===== config.mk =====
export PLATFORM = sky130hd
export DESIGN_NAME = adam_debug_jtag_tap
export DESIGN_NICKNAME = d
export VERILOG_FILES = /design/src/rtl/adam_debug_jtag_pkg.sv /design/src/rtl/adam_debug_jtag_sync.sv /design/src/rtl/adam_debug_jtag_tap.sv
export SDC_FILE = /design/constraint.sdc
export NUM_CORES = 1
export LEC_CHECK = 0
export ABC_AREA = 1
export CAP_MARGIN = 20
export CORE_ASPECT_RATIO = 1.1
export CORE_MARGIN = 2
export CORE_UTILIZATION = 45
export DETAILED_ROUTE_END_ITERATION = 7
export PLACE_DENSITY = 0.73
export SYNTH_ARGS = -nofsm -noshare
export SYNTH_HDL_FRONTEND = slang
export SYNTH_SLANG_ARGS = --single-unit
export TNS_END_PERCENT = 1

===== constraint.sdc =====
create_clock -name clk -period 1.65 [get_ports clk]
set_clock_uncertainty 0.05 [all_clocks]
set_input_delay 0.33 -clock clk [delete_from_list [all_inputs] [get_ports clk]]
set_output_delay 0.33 -clock clk [all_outputs]
set_load 0.05 [all_outputs]

===== src/rtl/adam_debug_jtag_pkg.sv =====
// JTAG TAP shared types: state encoding, IR codes
// and the 1149.1 next-state function.
package adam_debug_jtag_pkg;

  typedef enum logic [3:0] {
    TLR,
    RTI,
    SEL_DR,
    CAP_DR,
    SHIFT_DR,
    EXIT1_DR,
    PAUSE_DR,
    EXIT2_DR,
    UPD_DR,
    SEL_IR,
    CAP_IR,
    SHIFT_IR,
    EXIT1_IR,
    PAUSE_IR,
    EXIT2_IR,
    UPD_IR
  } tap_state_e;

  localparam logic [4:0] IR_IDCODE  = 5'h01;
  localparam logic [4:0] IR_BYPASS  = 5'h1F;
  localparam logic [4:0] IR_CAPTURE = 5'b00001;

  function automatic tap_state_e tap_next(
    input tap_state_e s,
    input logic       tms
  );
    tap_state_e n;
    n = TLR;
    unique case (s)
      TLR:      n = tms ? TLR      : RTI;
      RTI:      n = tms ? SEL_DR   : RTI;
      SEL_DR:   n = tms ? SEL_IR   : CAP_DR;
      CAP_DR:   n = tms ? EXIT1_DR : SHIFT_DR;
      SHIFT_DR: n = tms ? EXIT1_DR : SHIFT_DR;
      EXIT1_DR: n = tms ? UPD_DR   : PAUSE_DR;
      PAUSE_DR: n = tms ? EXIT2_DR : PAUSE_DR;
      EXIT2_DR: n = tms ? UPD_DR   : SHIFT_DR;
      UPD_DR:   n = tms ? SEL_DR   : RTI;
      SEL_IR:   n = tms ? TLR      : CAP_IR;
      CAP_IR:   n = tms ? EXIT1_IR : SHIFT_IR;
      SHIFT_IR: n = tms ? EXIT1_IR : SHIFT_IR;
      EXIT1_IR: n = tms ? UPD_IR   : PAUSE_IR;
      PAUSE_IR: n = tms ? EXIT2_IR : PAUSE_IR;
      EXIT2_IR: n = tms ? UPD_IR   : SHIFT_IR;
      UPD_IR:   n = tms ? SEL_DR   : RTI;
      default:  n = TLR;
    endcase
    return n;
  endfunction

endpackage


===== src/rtl/adam_debug_jtag_sync.sv =====
// JTAG pin synchronizer: SYNC_STAGES flops per pin
// plus single-cycle tck edge pulses.
module adam_debug_jtag_sync
  import adam_debug_jtag_pkg::*;
#(
  parameter int SYNC_STAGES = 2
) (
  input  logic clk,
  input  logic rst_n,
  input  logic trst_n,
  input  logic tck,
  input  logic tms,
  input  logic tdi,
  output logic trst_n_s,
  output logic tms_s,
  output logic tdi_s,
  output logic tck_rise,
  output logic tck_fall
);

  logic [SYNC_STAGES-1:0] trst_q;
  logic [SYNC_STAGES-1:0] tck_q;
  logic [SYNC_STAGES-1:0] tms_q;
  logic [SYNC_STAGES-1:0] tdi_q;
  logic                   tck_prev;

  // shift each pin through its synchronizer chain
  always_ff @(posedge clk) begin
    if (!rst_n) begin
      trst_q   <= '0;
      tck_q    <= '0;
      tms_q    <= '0;
      tdi_q    <= '0;
      tck_prev <= 1'b0;
    end else begin
      trst_q   <= {trst_q[SYNC_STAGES-2:0], trst_n};
      tck_q    <= {tck_q[SYNC_STAGES-2:0], tck};
      tms_q    <= {tms_q[SYNC_STAGES-2:0], tms};
      tdi_q    <= {tdi_q[SYNC_STAGES-2:0], tdi};
      tck_prev <= tck_q[SYNC_STAGES-1];
    end
  end

  assign trst_n_s = trst_q[SYNC_STAGES-1];
  assign tms_s    = tms_q[SYNC_STAGES-1];
  assign tdi_s    = tdi_q[SYNC_STAGES-1];
  assign tck_rise = tck_q[SYNC_STAGES-1] & ~tck_prev;
  assign tck_fall = ~tck_q[SYNC_STAGES-1] & tck_prev;

endmodule


===== src/rtl/adam_debug_jtag_tap.sv =====
// Oversampled JTAG TAP with IDCODE, BYPASS and one
// user DR exposed as a valid/ready request.
module adam_debug_jtag_tap
  import adam_debug_jtag_pkg::*;
#(
  parameter logic [31:0] IDCODE        = 32'h0000_0001,
  parameter int          IR_WIDTH      = 5,
  parameter logic [IR_WIDTH-1:0] USER_IR = 5'h11,
  parameter int          USER_DR_WIDTH = 41,
  parameter int          SYNC_STAGES   = 2
) (
  input  logic                     clk,
  input  logic                     rst_n,
  input  logic                     trst_n,
  input  logic                     tck,
  input  logic                     tms,
  input  logic                     tdi,
  output logic                     tdo,
  output logic                     user_req_valid,
  input  logic                     user_req_ready,
  output logic [USER_DR_WIDTH-1:0] user_req_data,
  input  logic [USER_DR_WIDTH-1:0] user_rsp_data,
  output logic                     user_err
);

  localparam int DR_W =
    (USER_DR_WIDTH > 32) ? USER_DR_WIDTH : 32;
  localparam logic [IR_WIDTH-1:0] IR_ID =
    IR_WIDTH'(IR_IDCODE);
  localparam logic [IR_WIDTH-1:0] IR_BY = '1;
  localparam logic [IR_WIDTH-1:0] IR_CAP =
    IR_WIDTH'(IR_CAPTURE);

  logic trst_n_s;
  logic tms_s;
  logic tdi_s;
  logic tck_rise;
  logic tck_fall;

  tap_state_e          state;
  tap_state_e          state_nxt;
  logic [IR_WIDTH-1:0] ir;
  logic [IR_WIDTH-1:0] ir_sr;
  logic [DR_W-1:0]     dr_sr;
  logic                sel_id;
  logic                sel_user;
  logic                ir_legal;
  logic                pending;

  adam_debug_jtag_sync #(
    .SYNC_STAGES(SYNC_STAGES)
  ) u_sync (
    .clk      (clk),
    .rst_n    (rst_n),
    .trst_n   (trst_n),
    .tck      (tck),
    .tms      (tms),
    .tdi      (tdi),
    .trst_n_s (trst_n_s),
    .tms_s    (tms_s),
    .tdi_s    (tdi_s),
    .tck_rise (tck_rise),
    .tck_fall (tck_fall)
  );

  assign state_nxt = tap_next(state, tms_s);
  assign sel_id    = (ir == IR_ID);
  assign sel_user  = (ir == USER_IR);
  assign ir_legal  = (ir_sr == IR_ID) ||
                     (ir_sr == IR_BY) ||
                     (ir_sr == USER_IR);
  // an accept in this same cycle frees the slot
  assign pending   = user_req_valid & ~user_req_ready;

  // TAP state, IR/DR datapath, tdo and request handshake
  always_ff @(posedge clk) begin
    if (!rst_n || !trst_n_s) begin
      state          <= TLR;
      ir             <= IR_ID;
      ir_sr          <= '0;
      dr_sr          <= '0;
      tdo            <= 1'b0;
      user_req_valid <= 1'b0;
      user_req_data  <= '0;
      user_err       <= 1'b0;
    end else begin
      if (user_req_valid && user_req_ready) begin
        user_req_valid <= 1'b0;
      end
      if (tck_rise) begin
        state <= state_nxt;
        unique case (state)
          CAP_IR: ir_sr <= IR_CAP;
          SHIFT_IR: begin
            ir_sr <= {tdi_s, ir_sr[IR_WIDTH-1:1]};
          end
          UPD_IR: ir <= ir_legal ? ir_sr : IR_BY;
          CAP_DR: begin
            unique case (1'b1)
              sel_user: dr_sr <= DR_W'(user_rsp_data);
              sel_id:   dr_sr <= DR_W'(IDCODE);
              default:  dr_sr <= '0;
            endcase
          end
          SHIFT_DR: begin
            unique case (1'b1)
              sel_user: begin
                dr_sr[USER_DR_WIDTH-1:0] <=
                  {tdi_s, dr_sr[USER_DR_WIDTH-1:1]};
              end
              sel_id: begin
                dr_sr[31:0] <= {tdi_s, dr_sr[31:1]};
              end
              default: dr_sr[0] <= tdi_s;
            endcase
          end
          UPD_DR: begin
            if (sel_user) begin
              if (!pending) begin
                user_req_data  <= dr_sr[USER_DR_WIDTH-1:0];
                user_req_valid <= 1'b1;
              end else begin
                user_err <= 1'b1;
              end
            end
          end
          default: ;
        endcase
        if (state_nxt == TLR) begin
          ir       <= IR_ID;
          user_err <= 1'b0;
        end
      end
      if (tck_fall) begin
        unique case (state)
          SHIFT_IR: tdo <= ir_sr[0];
          SHIFT_DR: tdo <= dr_sr[0];
          default:  tdo <= 1'b0;
        endcase
      end
    end
  end

endmodule


==> flow_metrics.tcl <==
set metrics [dict create \
    io_buffer_count 91 \
    crit_path_time_final_ps 1651 \
    die-area_um2 10810 \
    hold_class "flip-flop to flip-flop" \
    finish.utilization_pct 63.38 \
    grt_pass1_wl_mm 18.96 \
    die_y_um 108.9 \
    io_pins 92 \
    highest_net_fanout_along_the_worst_path 6 \
    clk_path_buf_depth 2 \
    layout.nets 738 \
    final_common_cell "sky130_fd_sc_hd__dfxtp_1" \
    slew_headroom_pct 78.46 \
    netlist.top_cell.by_area "sky130_fd_sc_hd__dfxtp_1" \
    power.share.clock_pct 38.6 \
    post-route-worst-setup-slack_ps -0.9723 \
    routability_congestion 0.9550 \
    ys_types 29 \
    regToRegStartpoint "state[3]" \
    synth.net_count 630 \
    finalSetupViolations 1 \
    ys_dominant_reg_cell "sky130_fd_sc_hd__dfxtp_1" \
    swShare_pct 23.62 \
    initial_utilization_pct 45.92 \
    average_wire_length_per_cell_after_detail_routing_um 14.72 \
    htree_num_levels 3 \
    hold_violations 0 \
    grt-ovfl-total 0 \
    maxClockFrequency_mhz 605.7 \
    avgSynthCellArea_um2 7.729 \
    power_density_nw_per_um2 736.4 \
    worstSetupStartpointType "flip-flop" \
    timing.final.crit_share_pct 100.1 \
    cts_inserted_buffers 9 \
    rsz_0062_raised_after_global_routing "yes" \
    cts_hold_repair.buffers 0 \
    seqPwrFrac_pct 57.2 \
    insertion_delay_of_the_later_clocked_pin_in_the_worst_skew_pair_ps 380 \
    number_of_vias_per_cell 5.395 \
    layout_common_cells "102 x sky130_fd_sc_hd__dfxtp_1, 95 x sky130_fd_sc_hd__nor2_1, 69 x sky130_fd_sc_hd__buf_4" \
    vias 4397 \
    synth_cells 582 \
    power_leakage_uw 0.002706 \
    net-switching-power_uw 1080 \
    placement_rows 38 \
    hpwlAfterDp_mm 7.759 \
    placeableCoreArea_um2 9794 \
    final.hold.worst_slack_ps 371.4 \
    synth_top_area_share_pct 48.07 \
    number_of_antenna_violations_at_the_first_check_in_global_routing 0 \
    synth_edf_count 0 \
    synthesized_area_um2 4498 \
    first_iter_violations 305 \
    detailedPlace.worstSlack_ps -87.70 \
    worstSetupPathType "flip-flop to flip-flop" \
    drt_pass1_iterations 4 \
    fillCellCount 830 \
    grt_pass1_vias 4086 \
    critical_path_required_ps 1850 \
    fp.dieW_um 99.33 \
    n_antenna_cell 0 \
    power.internal_uw 3491 \
    worst_pin_slew_ps 323.2 \
    synth.yosys.seq_area_share_pct 48.07 \
    synth.yosys.warnings 0 \
    worstSetupEndpointType "flip-flop" \
    cts_tree "yes" \
    worst_setup_hold_path_clk_slew_ps 110 \
    timing.max_cap.violations 0 \
    detail-route-antenna-nets 0 \
    worst_vdd_rail_ir_drop_mv 0.3737 \
    syn2layout_area_growth_pct 38.00 \
    cts_root_buf "sky130_fd_sc_hd__clkbuf_8" \
    ys_seq_elements 108 \
    synth-async-reset-ratio_pct 0 \
    ff2ff_setup_slack_ps -1 \
    cp.arrival_ps 1850 \
    violations_in_the_final_reports "negative setup slack" \
    outcome "finished with violations" \
    grt_max_degree 67 \
    drive_gt1_share_pct 21.44 \
    whs_endpoint "u_sync.trst_q[1]" \
    clock_sinks 108 \
    hold_path_depth 2 \
    reg2reg_to "ir[2]" \
    route.final.wire_length_mm 12.00 \
    post-route-drc-count 0 \
    hold_start "u_sync.trst_q[0]" \
    track_usage_pct 21.42 \
    setup_tns_ps -0.9723 \
    timing_max_transition_violations_final 0 \
    ys_top_cells_by_area "sky130_fd_sc_hd__dfxtp_1 48%, sky130_fd_sc_hd__nor2_1 8.3%, sky130_fd_sc_hd__o21ai_0 6.7%, sky130_fd_sc_hd__a21oi_1 5.7%, sky130_fd_sc_hd__a32oi_1 5.3%" \
    ff2ff_path_depth 13 \
    power.share.combinational_pct 4.2 \
]
## registers in the layout, indices dropped and copies added, names as in the netlist
register,flops
ir,5
user_err,1
tdo,1
ir_sr,5
u_sync.trst_q,2
u_sync.tck_q,2
user_req_data,41
u_sync.tdi_q,2
state,4
user_req_valid,1
u_sync.tck_prev,1
u_sync.tms_q,2
dr_sr,41
## stage by stage
stage / cells / power [µW] / area [µm²]
after CTS: 808 / 4600 / 5993
after detailed placement: 787 / 2868 / 5647
final: 815 / 4571 / 6207
after floorplan: 582 / 2725 / 4498
after global routing: 815 / 4729 / 6207
after global placement: 787 / 2869 / 5647
## layer usage
metal / vias to the layer above / wire length (µm) / global-route usage (%)
met3: 21 / 767 / 4.872
met1: 2022 / 5452 / 28.11
met5: - / 0 / 0
met4: 0 / 152 / 4.697
met2: 145 / 5627 / 36.25
li1: 2209 / - / -
## critical path: stages, from the launching register on
cell,delay (ps)
sky130_fd_sc_hd__dfxtp_4,390
sky130_fd_sc_hd__buf_4,150
sky130_fd_sc_hd__nand2_1,80
sky130_fd_sc_hd__inv_1,60
sky130_fd_sc_hd__nand2_1,80
sky130_fd_sc_hd__nand2_1,60
sky130_fd_sc_hd__inv_1,50
sky130_fd_sc_hd__nand3_1,60
sky130_fd_sc_hd__nand2_1,60
sky130_fd_sc_hd__nand2_1,70
sky130_fd_sc_hd__nor2_1,130
sky130_fd_sc_hd__nand2_2,110
sky130_fd_sc_hd__nand3_1,110
sky130_fd_sc_hd__a21oi_1,70
## worst max-delay path by stage
stage | endpoint | slack (ps) | start | depth (start not counted)
floorplan | user_req_data[21] | 150 | user_req_valid | 6
global placement | dr_sr[31] | -60 | state[2] | 9
detailed placement | dr_sr[1] | -90 | state[2] | 9
CTS | ir[2] | -5 | state[3] | 11
global route | ir[1] | -100 | state[3] | 11
finish | ir[2] | -1 | state[3] | 13
## cell type report
class / instances / area (µm²) / share of cell area, %
Multi-Input combinational cell: 386 / 2032 / 32.74
Clock buffer: 9 / 123.9 / 1.996
Tap cell: 120 / 150.1 / 2.419
Timing Repair Buffer: 138 / 1435 / 23.12
Clock inverter: 7 / 102.6 / 1.653
Sequential cell: 108 / 2180 / 35.11
Inverter: 47 / 183.9 / 2.963
## Yosys cell counts, types with 6 or more instances
cell type and n:
sky130_fd_sc_hd__a21oi_1 51, sky130_fd_sc_hd__o21ai_0 60, sky130_fd_sc_hd__a211oi_1 11, sky130_fd_sc_hd__buf_2 15
sky130_fd_sc_hd__dfxtp_1 108, sky130_fd_sc_hd__o21ai_1 33, sky130_fd_sc_hd__a32oi_1 27, sky130_fd_sc_hd__clkbuf_1 18
sky130_fd_sc_hd__nand3_1 34, sky130_fd_sc_hd__buf_4 6, sky130_fd_sc_hd__a31oi_1 6, sky130_fd_sc_hd__nor2_1 100
sky130_fd_sc_hd__nand2_1 46, sky130_fd_sc_hd__inv_1 41
## cell families (layout without fill, tap and decap cells)
group                  count (synthesis)  after routing  synth area share (%)
flip-flops                           108            108                 48.07
AO/OA/AOI/OAI                        192            192                 24.87
buffers and inverters                 88            201                 8.428
AND/OR/NAND/NOR                      194            194                 18.64
## power groups by stage
stage          combinational [µW]  sequential [µW]  clock, µW
2_1_floorplan                44.9             2680          0
6_report                      191             2620       1760
3_3_place_gp                  188             2680          0
5_1_grt                       205             2620       1910
3_5_place_dp                  187             2680          0
4_1_cts                       189             2620       1790
## what timing repair did
item,in CTS,in global routing
hold endpoints to repair,0,0
gates resized for setup,10,37
cloned,2,5
pin swaps,1,11
endpoints found under the setup margin,69,80
buffers inserted,3,3
Power figures use the tool's default switching activity.
